### src/rtl/mips_cpu_lsu.sv
// Load/store unit between the multicycle MIPS core and an Avalon-MM bus: byte/half/word
// lanes, extension, waitrequest timeout. Define MIPS_LSU_UNALIGNED_LWLR_EN to enable LWL/LWR.
module mips_cpu_lsu #(
    parameter int ADDR_WIDTH     = 32,
    parameter int TIMEOUT_CYCLES = 64
) (
    input  logic                  clk,
    input  logic                  reset,
    input  logic                  req_valid,
    output logic                  req_ready,
    input  logic [3:0]            req_op,
    input  logic [ADDR_WIDTH-1:0] req_addr,
    input  logic [31:0]           req_wdata,
    input  logic [31:0]           req_rt_old,
    output logic                  resp_valid,
    output logic [31:0]           resp_rdata,
    output logic                  resp_error,
    output logic [ADDR_WIDTH-1:0] address,
    output logic                  read,
    output logic                  write,
    input  logic                  waitrequest,
    output logic [31:0]           writedata,
    output logic [3:0]            byteenable,
    input  logic [31:0]           readdata
);
    // Handshake: a request transfers on a rising edge with req_valid && req_ready;
    // req_ready is high only in IDLE, and the response is a single resp_valid pulse.
    typedef enum logic [1:0] {IDLE, BUS, RDATA, RESP} state_t;

    localparam logic [3:0] OP_LB  = 4'd0;
    localparam logic [3:0] OP_LBU = 4'd1;
    localparam logic [3:0] OP_LH  = 4'd2;
    localparam logic [3:0] OP_LHU = 4'd3;
    localparam logic [3:0] OP_LW  = 4'd4;
    localparam logic [3:0] OP_SB  = 4'd5;
    localparam logic [3:0] OP_SH  = 4'd6;
    localparam logic [3:0] OP_SW  = 4'd7;
`ifdef MIPS_LSU_UNALIGNED_LWLR_EN
    localparam logic [3:0] OP_LWL = 4'd8;
    localparam logic [3:0] OP_LWR = 4'd9;
`endif

    localparam int CNT_W = (TIMEOUT_CYCLES > 1) ? $clog2(TIMEOUT_CYCLES) : 1;

    state_t           state;
    logic [3:0]       opQ;
    logic [1:0]       kQ;
    logic [CNT_W-1:0] waitCnt;
    logic [31:0]      rtOldQ;

    logic        isLoad, isStore, legalOp, aligned;
    logic [3:0]  beNext;
    logic [31:0] wdNext;
    logic [7:0]  laneByte;
    logic [15:0] laneHalf;
    logic [31:0] loadResult;
    logic        timeoutHit;

`ifndef MIPS_LSU_UNALIGNED_LWLR_EN
    logic unusedRtOld;
    assign unusedRtOld = ^rtOldQ;
`endif

    always_comb begin
        isLoad  = 1'b0;
        isStore = 1'b0;
        legalOp = 1'b1;
        aligned = 1'b1;
        beNext  = 4'b1111;
        wdNext  = 32'h0;
        case (req_op)
            OP_LB, OP_LBU: isLoad = 1'b1;
            OP_LH, OP_LHU: begin
                isLoad  = 1'b1;
                aligned = ~req_addr[0];
            end
            OP_LW: begin
                isLoad  = 1'b1;
                aligned = (req_addr[1:0] == 2'b00);
            end
            OP_SB: begin
                isStore = 1'b1;
                beNext  = 4'b0001 << req_addr[1:0];
                wdNext  = {24'h0, req_wdata[7:0]} << {req_addr[1:0], 3'b000};
            end
            OP_SH: begin
                isStore = 1'b1;
                aligned = ~req_addr[0];
                beNext  = req_addr[1] ? 4'b1100 : 4'b0011;
                wdNext  = req_addr[1] ? {req_wdata[15:0], 16'h0} : {16'h0, req_wdata[15:0]};
            end
            OP_SW: begin
                isStore = 1'b1;
                aligned = (req_addr[1:0] == 2'b00);
                wdNext  = req_wdata;
            end
`ifdef MIPS_LSU_UNALIGNED_LWLR_EN
            OP_LWL, OP_LWR: isLoad = 1'b1;
`endif
            default: legalOp = 1'b0;
        endcase
    end

    // Lane extraction and extension/merge of the word returned by the bus.
    always_comb begin
        laneByte   = readdata[{kQ, 3'b000} +: 8];
        laneHalf   = kQ[1] ? readdata[31:16] : readdata[15:0];
        loadResult = readdata;
        case (opQ)
            OP_LB:  loadResult = {{24{laneByte[7]}}, laneByte};
            OP_LBU: loadResult = {24'h0, laneByte};
            OP_LH:  loadResult = {{16{laneHalf[15]}}, laneHalf};
            OP_LHU: loadResult = {16'h0, laneHalf};
`ifdef MIPS_LSU_UNALIGNED_LWLR_EN
            OP_LWL: begin
                case (kQ)
                    2'd0:    loadResult = {readdata[7:0], rtOldQ[23:0]};
                    2'd1:    loadResult = {readdata[15:0], rtOldQ[15:0]};
                    2'd2:    loadResult = {readdata[23:0], rtOldQ[7:0]};
                    default: loadResult = readdata;
                endcase
            end
            OP_LWR: begin
                case (kQ)
                    2'd0:    loadResult = readdata;
                    2'd1:    loadResult = {rtOldQ[31:24], readdata[31:8]};
                    2'd2:    loadResult = {rtOldQ[31:16], readdata[31:16]};
                    default: loadResult = {rtOldQ[31:8], readdata[31:24]};
                endcase
            end
`endif
            default: loadResult = readdata;
        endcase
    end

    assign timeoutHit = (TIMEOUT_CYCLES != 0) && (waitCnt == CNT_W'(TIMEOUT_CYCLES - 1));

    always_ff @(posedge clk) begin
        if (reset) begin
            state      <= IDLE;
            req_ready  <= 1'b1;
            read       <= 1'b0;
            write      <= 1'b0;
            address    <= '0;
            writedata  <= 32'h0;
            byteenable <= 4'h0;
            resp_valid <= 1'b0;
            resp_rdata <= 32'h0;
            resp_error <= 1'b0;
            opQ        <= 4'h0;
            kQ         <= 2'b00;
            waitCnt    <= '0;
            rtOldQ     <= 32'h0;
        end else begin
            case (state)
                IDLE: begin
                    if (req_valid && req_ready) begin
                        req_ready <= 1'b0;
                        if (!legalOp || !aligned) begin
                            state      <= RESP;
                            resp_valid <= 1'b1;
                            resp_error <= 1'b1;
                            resp_rdata <= 32'h0;
                        end else begin
                            state      <= BUS;
                            address    <= {req_addr[ADDR_WIDTH-1:2], 2'b00};
                            read       <= isLoad;
                            write      <= isStore;
                            writedata  <= wdNext;
                            byteenable <= beNext;
                            opQ        <= req_op;
                            kQ         <= req_addr[1:0];
                            rtOldQ     <= req_rt_old;
                            waitCnt    <= '0;
                        end
                    end
                end
                BUS: begin
                    if (!waitrequest) begin
                        read  <= 1'b0;
                        write <= 1'b0;
                        if (read) begin
                            state <= RDATA;
                        end else begin
                            state      <= RESP;
                            resp_valid <= 1'b1;
                            resp_error <= 1'b0;
                            resp_rdata <= 32'h0;
                        end
                    end else if (timeoutHit) begin
                        read       <= 1'b0;
                        write      <= 1'b0;
                        state      <= RESP;
                        resp_valid <= 1'b1;
                        resp_error <= 1'b1;
                        resp_rdata <= 32'h0;
                    end else begin
                        waitCnt <= waitCnt + 1'b1;
                    end
                end
                RDATA: begin
                    state      <= RESP;
                    resp_valid <= 1'b1;
                    resp_error <= 1'b0;
                    resp_rdata <= loadResult;
                end
                default: begin
                    state      <= IDLE;
                    resp_valid <= 1'b0;
                    req_ready  <= 1'b1;
                end
            endcase
        end
    end
endmodule

### config.mk
export PLATFORM = sky130hd
export DESIGN_NAME = mips_cpu_lsu
export DESIGN_NICKNAME = d
export VERILOG_FILES = /design/src/rtl/mips_cpu_lsu.sv
export SDC_FILE = /design/constraint.sdc
export NUM_CORES = 1
export LEC_CHECK = 0
export ABC_AREA = 1
export BUFFER_PORTS_ARGS = -buffer_cell sky130_fd_sc_hd__buf_2
export CAP_MARGIN = 20
export CORE_MARGIN = 5
export CORE_UTILIZATION = 44
export CTS_CLUSTER_SIZE = 8
export DETAILED_ROUTE_END_ITERATION = 10
export PLACE_DENSITY = 0.85
export RECOVER_POWER = 50
export SLEW_MARGIN = 10
export SYNTH_ARGS = -nofsm -noshare
export SYNTH_HDL_FRONTEND = slang
export SYNTH_SLANG_ARGS = --single-unit
### constraint.sdc
create_clock -name clk -period 1.5 [get_ports clk]
set_input_delay 0.225 -clock clk [delete_from_list [all_inputs] [get_ports clk]]
set_output_delay 0.225 -clock clk [all_outputs]
set_load 0.05 [all_outputs]
==> metrics.md, run 1 <==
| Metric | Value |
|---|---|
| Outcome | finished, violations left |
| Failing checks | setup timing |
| First-pass DRT Iterations | 7 |
| First-pass GRT wire length | 32.64 mm |
| CP startpoint kind | register |
| Initial DRC count | just over 700 |
| Final Util | 70.94% |
| Initial antenna violation count | 0 |
| Area contributors post-synth | dfxtp_1, nand2_1, a21oi_1 |
| Dpl hpwl | 13.17 mm |
| RSZ-0062 raised after global routing | yes |
| Worst Slack Setup Final | -0.3081 ns |
| Max-slew violations | 0 |
| Pleak | between 4 and 5 nW |
| Cell variety after synth | 35 |
| Async set-reset flop share out of synthesis | 0% |
| Nets | roughly 1.3k |
| IO buf count | 206 |
| Clock Path Buffers | 2 |
| Core Box Area | 0.01309 sq mm |
| # setup viols final | 45 |
| Syn. warnings | 0 |
| Main flop type after synthesis | dfxtp_1 |
| Final Hold Viols | 0 |
| Slowest cell on the critical path | dfxtp_2 |
| Worst Hold Class | input pin to register |
| Post-Syn Area | 0.005812 sq mm |
| Final worst path period share | 120.5% |
| Largest net degree at the start of global routing | 63 |
| Final WL | between 20 and 25 mm |
| Synth top area share | 40.30% |
| Die width | 124.9 um |
| Total GRT Usage | 25.44% |
| Crit-path max cell delay | between 0.3 and 0.4 ns |
| Overflow after GRT | 0 |
| Clk pin slew, worst setup/hold paths | 0.06 ns |
| Layout cells sized above 1 | 42.54% |
| Vias in the first global route | 6711 |
| Crit path kind | register to register |
| Mapped Cells | 894 |
| Area growth syn-to-layout | 59.72% |
| Fmax | approximately 550 MHz |
| Worst setup EP type | register |
| Power Density | 2036 mW/mm^2 |
| Drt drc | 0 |
| Ant diodes | 0 |
| Dominant cell type by area after synthesis | dfxtp_1 |
| Worst EP required | 1.85 ns |
| Clock skew | 0.008238 ns |
| Post-synth EDFFs | 0 |
| Fin area | 0.009283 sq mm |
| Post-CTS Hold Buffers | 0 |
| Die area | ~0.016 sq mm |
| Yosys reg bits | around 120 |
| Num rows | 42 |
| Final ANT Viol Nets | 0 |
| Area after DPL | 0.007541 sq mm |
| Crit path arrival time | 2.16 ns |
| Critical Path Most Common Cell | nand2_2 |
| Root Buffer | clkbuf_16 |
| Layout fillers | 979 |
| IO Count | 241 |
| CTS tree | yes |
| Worst-skew pair later-pin latency | between 0.4 and 0.5 ns |
| Final std cells w/o fill | 1363 |
| CP Cell Sequence | ha_4, nand3_4, nor2_4, nand2_2, nand2_2, o21ai_4, nor2_4, nand3_4, buf_12, buf_12, nand2_2, nand2_1, nor2_1 |
| Worst vdd ir | 0.001001 V |
| DIE HEIGHT | 124.9 um |
| Via-to-Cell Ratio | 5.277 |
| Fin crit period | 1.808 ns |
| Placer Congestion | 0.8778 |
| Clock sinks | roughly 120 |
| Initial core utilization | 44.42% |
| Max-capacitance violation count | 0 |
| Vias | 7192 |
| Sequential fraction of the synthesis area | 40.30% |
| Largest fanout on the critical path | 9 |
| CTS Buf Count | 17 |
| Htree depth | 4 |
| WL/cell | 16.61 um |
| Inst Count DP | approximately 1.3k |
| Average size of a mapped cell | 6.501 sq um |
==> critical path: cells and delay by family (launching register included) <==
kind            cells  cell delay, ns
compound gates      1            0.07
buf+inv             2            0.32
fa+ha+maj           1            0.16
flops               1            0.36
simple gates        9            0.83
==> final cells by class <==
class	instances	area [sq um]	area share [%]
repair buffers	309	2280	24.56
multi-input cells	621	3411	36.74
inverters	108	425.4	4.583
flip-flops and latches	117	2352	25.34
well taps	176	220.2	2.372
clock inverters	15	168.9	1.820
clock buffers	17	425.4	4.583
==> power by group <==
group          total (W)  leakage, nW  switching (W)  internal (W)
clock network    0.00412        0.278        0.00163       0.00248
logic             0.0106         3.17        0.00647       0.00409
registers        0.00422        0.956       0.000439       0.00378
==> kinds of logic after synthesis <==
logic type,synth area share (%)
other,0.06452
DFF,40.30
xor gates and xnor gates,0.1507
and+or+nand+nor,29.04
AOI/OAI and AO/OA,17.93
buffers and inverters,11.43
adders and majority gates,1.076
==> timing repair <==
action,in CTS,in global routing
pin swaps,17,29
setup endpoints to repair,112,100
endpoints found under the hold margin,0,0
setup buffers,11,2
gates cloned,8,10
gates resized for setup,65,133
==> cell usage in the layout (no fill, tap or decap), types with 4 or more instances in the layout <==
cell / n
a21oi_1: 57
a21oi_2: 50
buf_12: 11
buf_16: 8
buf_2: 147
buf_4: 66
buf_6: 10
clkbuf_16: 25
clkbuf_2: 59
clkinvlp_4: 4
dfxtp_1: 111
dfxtp_2: 5
inv_1: 95
inv_2: 8
inv_6: 6
nand2_1: 190
nand2_2: 43
nand2_4: 17
nand3_1: 30
nor2_1: 107
nor2_2: 5
nor3_1: 4
o211ai_1: 11
o21ai_0: 40
o21ai_1: 14
o21ai_2: 11
o22ai_1: 8
==> synth_stat cells, types with 2 or more instances <==
master,count
o21ai_0,53
o21ai_1,13
inv_1,100
dfxtp_1,117
nand2_2,2
o22ai_1,8
a21oi_1,108
nor2b_1,2
nand3_1,32
buf_2,15
buf_4,7
o211ai_1,11
nand3_2,2
inv_2,7
nor2_1,113
clkbuf_1,23
nand4_1,3
ha_1,5
nand2_1,248
buf_6,4
nor3_1,7
==> routing by layer <==
metal / up-vias / GRT usage (%) / share of wire, %
met1: 3302 / 29.24 / 38
met3: 70 / 6.695 / 8.3
li1: 3408 / - / -
met2: 412 / 44.21 / 50
met4: 0 / 11.93 / 3.4
met5: - / 0 / 0
==> metrics by stage <==
step	setup TNS, ns	hold slack (ns)	worst slack [ns]	power (W)
floorplan	-4.133	0.3679	-0.1281	0.009606
global placement	-11.90	0.4420	-0.1731	0.01158
detailed placement	-17.01	0.4453	-0.2269	0.01171
CTS	-4.891	0.03747	-0.1686	0.01758
global route	-13.25	0.03669	-0.3982	0.01982
finish	-8.372	0.04360	-0.3081	0.01890
==> path summary, 6_finish.rpt <==
kind / startpoint / endpoint / slack [ns] / cells after the start
worst max register to register: waitCnt[1] / resp_rdata[10] / -0.31 / 13
worst min register to register: opQ[3] / opQ[3] / 0.45 / 2
worst min-delay path: req_addr[19] / address[19] / 0.04 / 3
worst max-delay path: waitCnt[1] / resp_rdata[10] / -0.31 / 13
==> sequential cells by signal (all words and copies together) (netlist names) <==
name	cells
resp_valid	1
state	2
writedata	32
address	30
resp_rdata	32
read	1
req_ready	1
resp_error	1
waitCnt	6
opQ	4
byteenable	4
kQ	2
write	1
Power figures use the tool's default switching activity.
==> run 2: changes to the inputs <==
CORE_ASPECT_RATIO = 1.25   (was unset)
GPL_TIMING_DRIVEN = 0   (was unset)
RECOVER_POWER = unset   (was 50)
==> run 2 against run 1 <==
  * The flow still finishes with violations (setup timing)
  * Cell count fell by 2.8%
  * Critical endpoint is now resp_rdata[24]
  * Clock skew up 0.0026 ns
  * Critical path depth did not move
  * Die area about the same
  * Via count fell by 4.5%
  * Critical path type unchanged
  * Hold slack better by 0.0038 ns
==> metrics.md, run 2 (same netlist as run 1, synthesis figures left out) <==
| Metric | Value |
|---|---|
| Crit path capture | resp_rdata[24] |
| Net Sw Frac | 46.23% (+1.0 points) |
| Most frequent cells in the layout | nand2_1, buf_2, dfxtp_1, nor2_1, a21oi_1 |
| Worst vdd ir | 0.001279 V (+28%) |
| Seq pwr share | 24.1% (+1.8 points) |
| IO Count | 241 (unchanged) |
| Power Density | 2078 mW/mm^2 (+2.0%) |
| WL/cell | 15.95 um (-4.0%) |
| Ant diodes | 0 (unchanged) |
| # setup viols final | 106 (+140%) |
| R2R cell count | 13 (unchanged) |
| Initial core utilization | 44.32% (-0.097 points) |
| Headroom to the max-slew limit | 53.36% |
| Clock Path Buffers | 2 (unchanged) |
| Max-slew violations | 0 (unchanged) |
| Layout cells sized above 1 | 34.32% (-8.2 points) |
| Routed met2 length | 10.37 mm (-8.7%) |
| Die width | 112.8 um (-9.7%) |
| First-pass DRT Iterations | 6 (-1) |
| IO buf count | 205 (-0.49%) |
| Overflow after GRT | 0 (unchanged) |
| Fin crit period | 1.799 ns (-0.009518 ns) |
| Worst Slack Setup Final | -0.2986 ns (+0.009518 ns) |
| Initial antenna violation count | 0 (unchanged) |
| Cell count along the critical path | 13 (unchanged) |
| DIE HEIGHT | 138.5 um (+11%) |
| Failing checks | setup timing |
| Int Pwr | 0.009197 W (-11%) |
| Placer Congestion | 0.9442 (+7.6%) |
| Final std cells w/o fill | 1325 (-2.8%) |
| CP startpoint kind | register |
| Final worst path period share | 119.9% (-0.63 points) |
| CTS Buf Count | 17 (unchanged) |
| Initial DRC count | 542 (-25%) |
| FF-to-FF End | resp_rdata[24] |
| Root Buffer | clkbuf_16 |
| Largest fanout on the critical path | 6 (-3) |
| Clock sinks | 117 (unchanged) |
| Htree depth | 4 (unchanged) |
| CP delay by family, top | simple AND/OR/NAND/NOR gates |
| DR top layer | met4 |
| Buf+Inv Stages, Crit Path | 2 (unchanged) |
| Dpl hpwl | 15.29 mm (+16%) |
| Post-Route M1 WL | 7.527 mm (-13%) |
| Slowest cell on the critical path | dfxtp_4 |
| Switching pwr | 0.007909 W (-7.5%) |
| Vias | 6869 (-4.5%) |
| Area after DPL | 0.007107 sq mm (-5.8%) |
| Met3 routed wirelength | 2.361 mm (+26%) |
| Inst Count DP | 1271 (-2.5%) |
| Worst EP required | 1.85 ns (about the same) |
| R2R Setup Slk | -0.30 ns (about the same) |
| Fin area | 0.008234 sq mm (-11%) |
| CP startpoint | waitCnt[0] |
| Die area | 0.01562 sq mm (about the same) |
| Worst-skew pair later-pin latency | 0.42 ns (about the same) |
| Hold WS | 0.04739 ns (+0.003792 ns) |
| Top flop regs | resp_rdata: 32 flops, writedata: 32 flops, address: 30 flops |
| Largest net degree at the start of global routing | 17 (-73%) |
| RSZ-0062 raised after global routing | yes |
| Core Box Area | 0.01311 sq mm (+0.22%) |
| Worst setup EP type | register |
| Crit path arrival time | 2.15 ns (about the same) |
| Max-capacitance violation count | 0 (unchanged) |
| Logic pwr share | 51.7% (-4.2 points) |
| Slew of the pin with the lowest slew margin | 0.6996 ns |
| Final WL | 21.13 mm (-6.7%) |
| First-pass GRT wire length | 32.84 mm (+0.61%) |
| CTS tree | yes |
| Fmax | 556.0 MHz (+0.53%) |
| CP Cell Sequence | ha_4, nand3_4, nor2_2, nand2_1, nand2_2, o21ai_4, nor2_4, buf_6, nand3_4, buf_6, nand2_2, nand2_1, nor2_1 |
| Worst r2r src | waitCnt[0] |
| Final Hold Viols | 0 (unchanged) |
| Pleak | 4.008 nW (-9.0%) |
| Nets | 1282 (-2.5%) |
| Clock network power share | 24.2% (+2.4 points) |
| Crit-path max cell delay | 0.36 ns (about the same) |
| Total GRT Usage | 26.06% (+0.62 points) |
| Crit path kind | register to register |
| Final ANT Viol Nets | 0 (unchanged) |
| Clk pin slew, worst setup/hold paths | 0.06 ns (about the same) |
| Post-CTS Hold Buffers | 0 (unchanged) |
| Worst Hold Class | input pin to register |
| Num rows | 47 (+12%) |
| Vias in the first global route | 6722 (+0.16%) |
| Via-to-Cell Ratio | 5.184 (-1.8%) |
| Most common cell after layout, fill and taps aside | nand2_1 |
| Area growth syn-to-layout | 41.68% |
| Outcome | finished, violations left |
| Drt drc | 0 (unchanged) |
| Clock skew | 0.01089 ns (+0.002648 ns) |
[run 2: cell count changes in the layout (fill, tap and decap cells not counted), moves of 29 or more]
cell	delta
nand2_1	+29
buf_2	+64
buf_4	-40
clkbuf_2	-53
a21oi_2	-37
a21oi_1	+37
[run 2: metal layers]
metal / vias to the layer above / global-route usage (%)
li1: 3336 / -
met1: 3070 / 27.84
met2: 402 / 45.44
met3: 61 / 8.741
met4: 0 / 12.85
met5: - / 0
[run 2: repair_timing]
| item | CTS | global route |
|---|---|---|
| cloned | 6 | 1 |
| buffers inserted | 11 | 4 |
| pin swaps | 17 | 11 |
| endpoints found under the setup margin | 115 | 117 |
| gates resized for setup | 59 | 67 |
[run 2: worst register-to-register path, delay by kind of cell (launching register included)]
kind | cells | cell delay [ns]
adder cells (fa/ha/maj) | 1 | 0.15
AND/OR/NAND/NOR | 9 | 0.83
buffers and inverters | 2 | 0.33
flip-flops | 1 | 0.36
AO/OA/AOI/OAI | 1 | 0.07
[run 2: power groups by stage]
stage | clock network, W | logic, W | registers, W
final | 0.00414 | 0.00885 | 0.00412
after global routing | 0.00430 | 0.00953 | 0.00420
after CTS | 0.00416 | 0.00809 | 0.00410
after detailed placement | 0 | 0.00706 | 0.00417
after global placement | 0 | 0.00697 | 0.00415
after floorplan | 0 | 0.00351 | 0.00610
[run 2: how the worst min path moves through the flow]
stage / from / endpoint / slack, ns / cells past startpoint
global placement: opQ[3] / opQ[3] / 0.44 / 2
detailed placement: opQ[3] / opQ[3] / 0.45 / 2
CTS: req_addr[20] / address[20] / 0.04 / 3
finish: req_addr[19] / address[19] / 0.05 / 3
floorplan: req_addr[11] / address[11] / 0.37 / 2
global route: req_addr[6] / address[6] / 0.05 / 3
[run 2: area by class of cell]
cell class | instances | area [sq um]
Buffer | 49 | 315.3
Sequential cell | 117 | 2355
Fill cell | 1170 | 4880
Clock inverter | 15 | 168.9
Tap cell | 171 | 214.0
Clock buffer | 17 | 425.4
Multi-Input combinational cell | 622 | 3120
Inverter | 108 | 411.6
Timing Repair Buffer | 226 | 1224
[run 2: metrics by stage]
step | utilization, % | worst slack, ns | setup TNS, ns | total power [W]
after floorplan | - | -0.1281 | -4.133 | 0.009606
after global placement | 54.19 | -0.4547 | -29.88 | 0.01112
after detailed placement | 54.19 | -0.4979 | -34.74 | 0.01123
after CTS | 61.17 | -0.2489 | -11.87 | 0.01636
after global routing | 62.79 | -0.3994 | -23.20 | 0.01803
final | 62.79 | -0.2986 | -13.05 | 0.01711
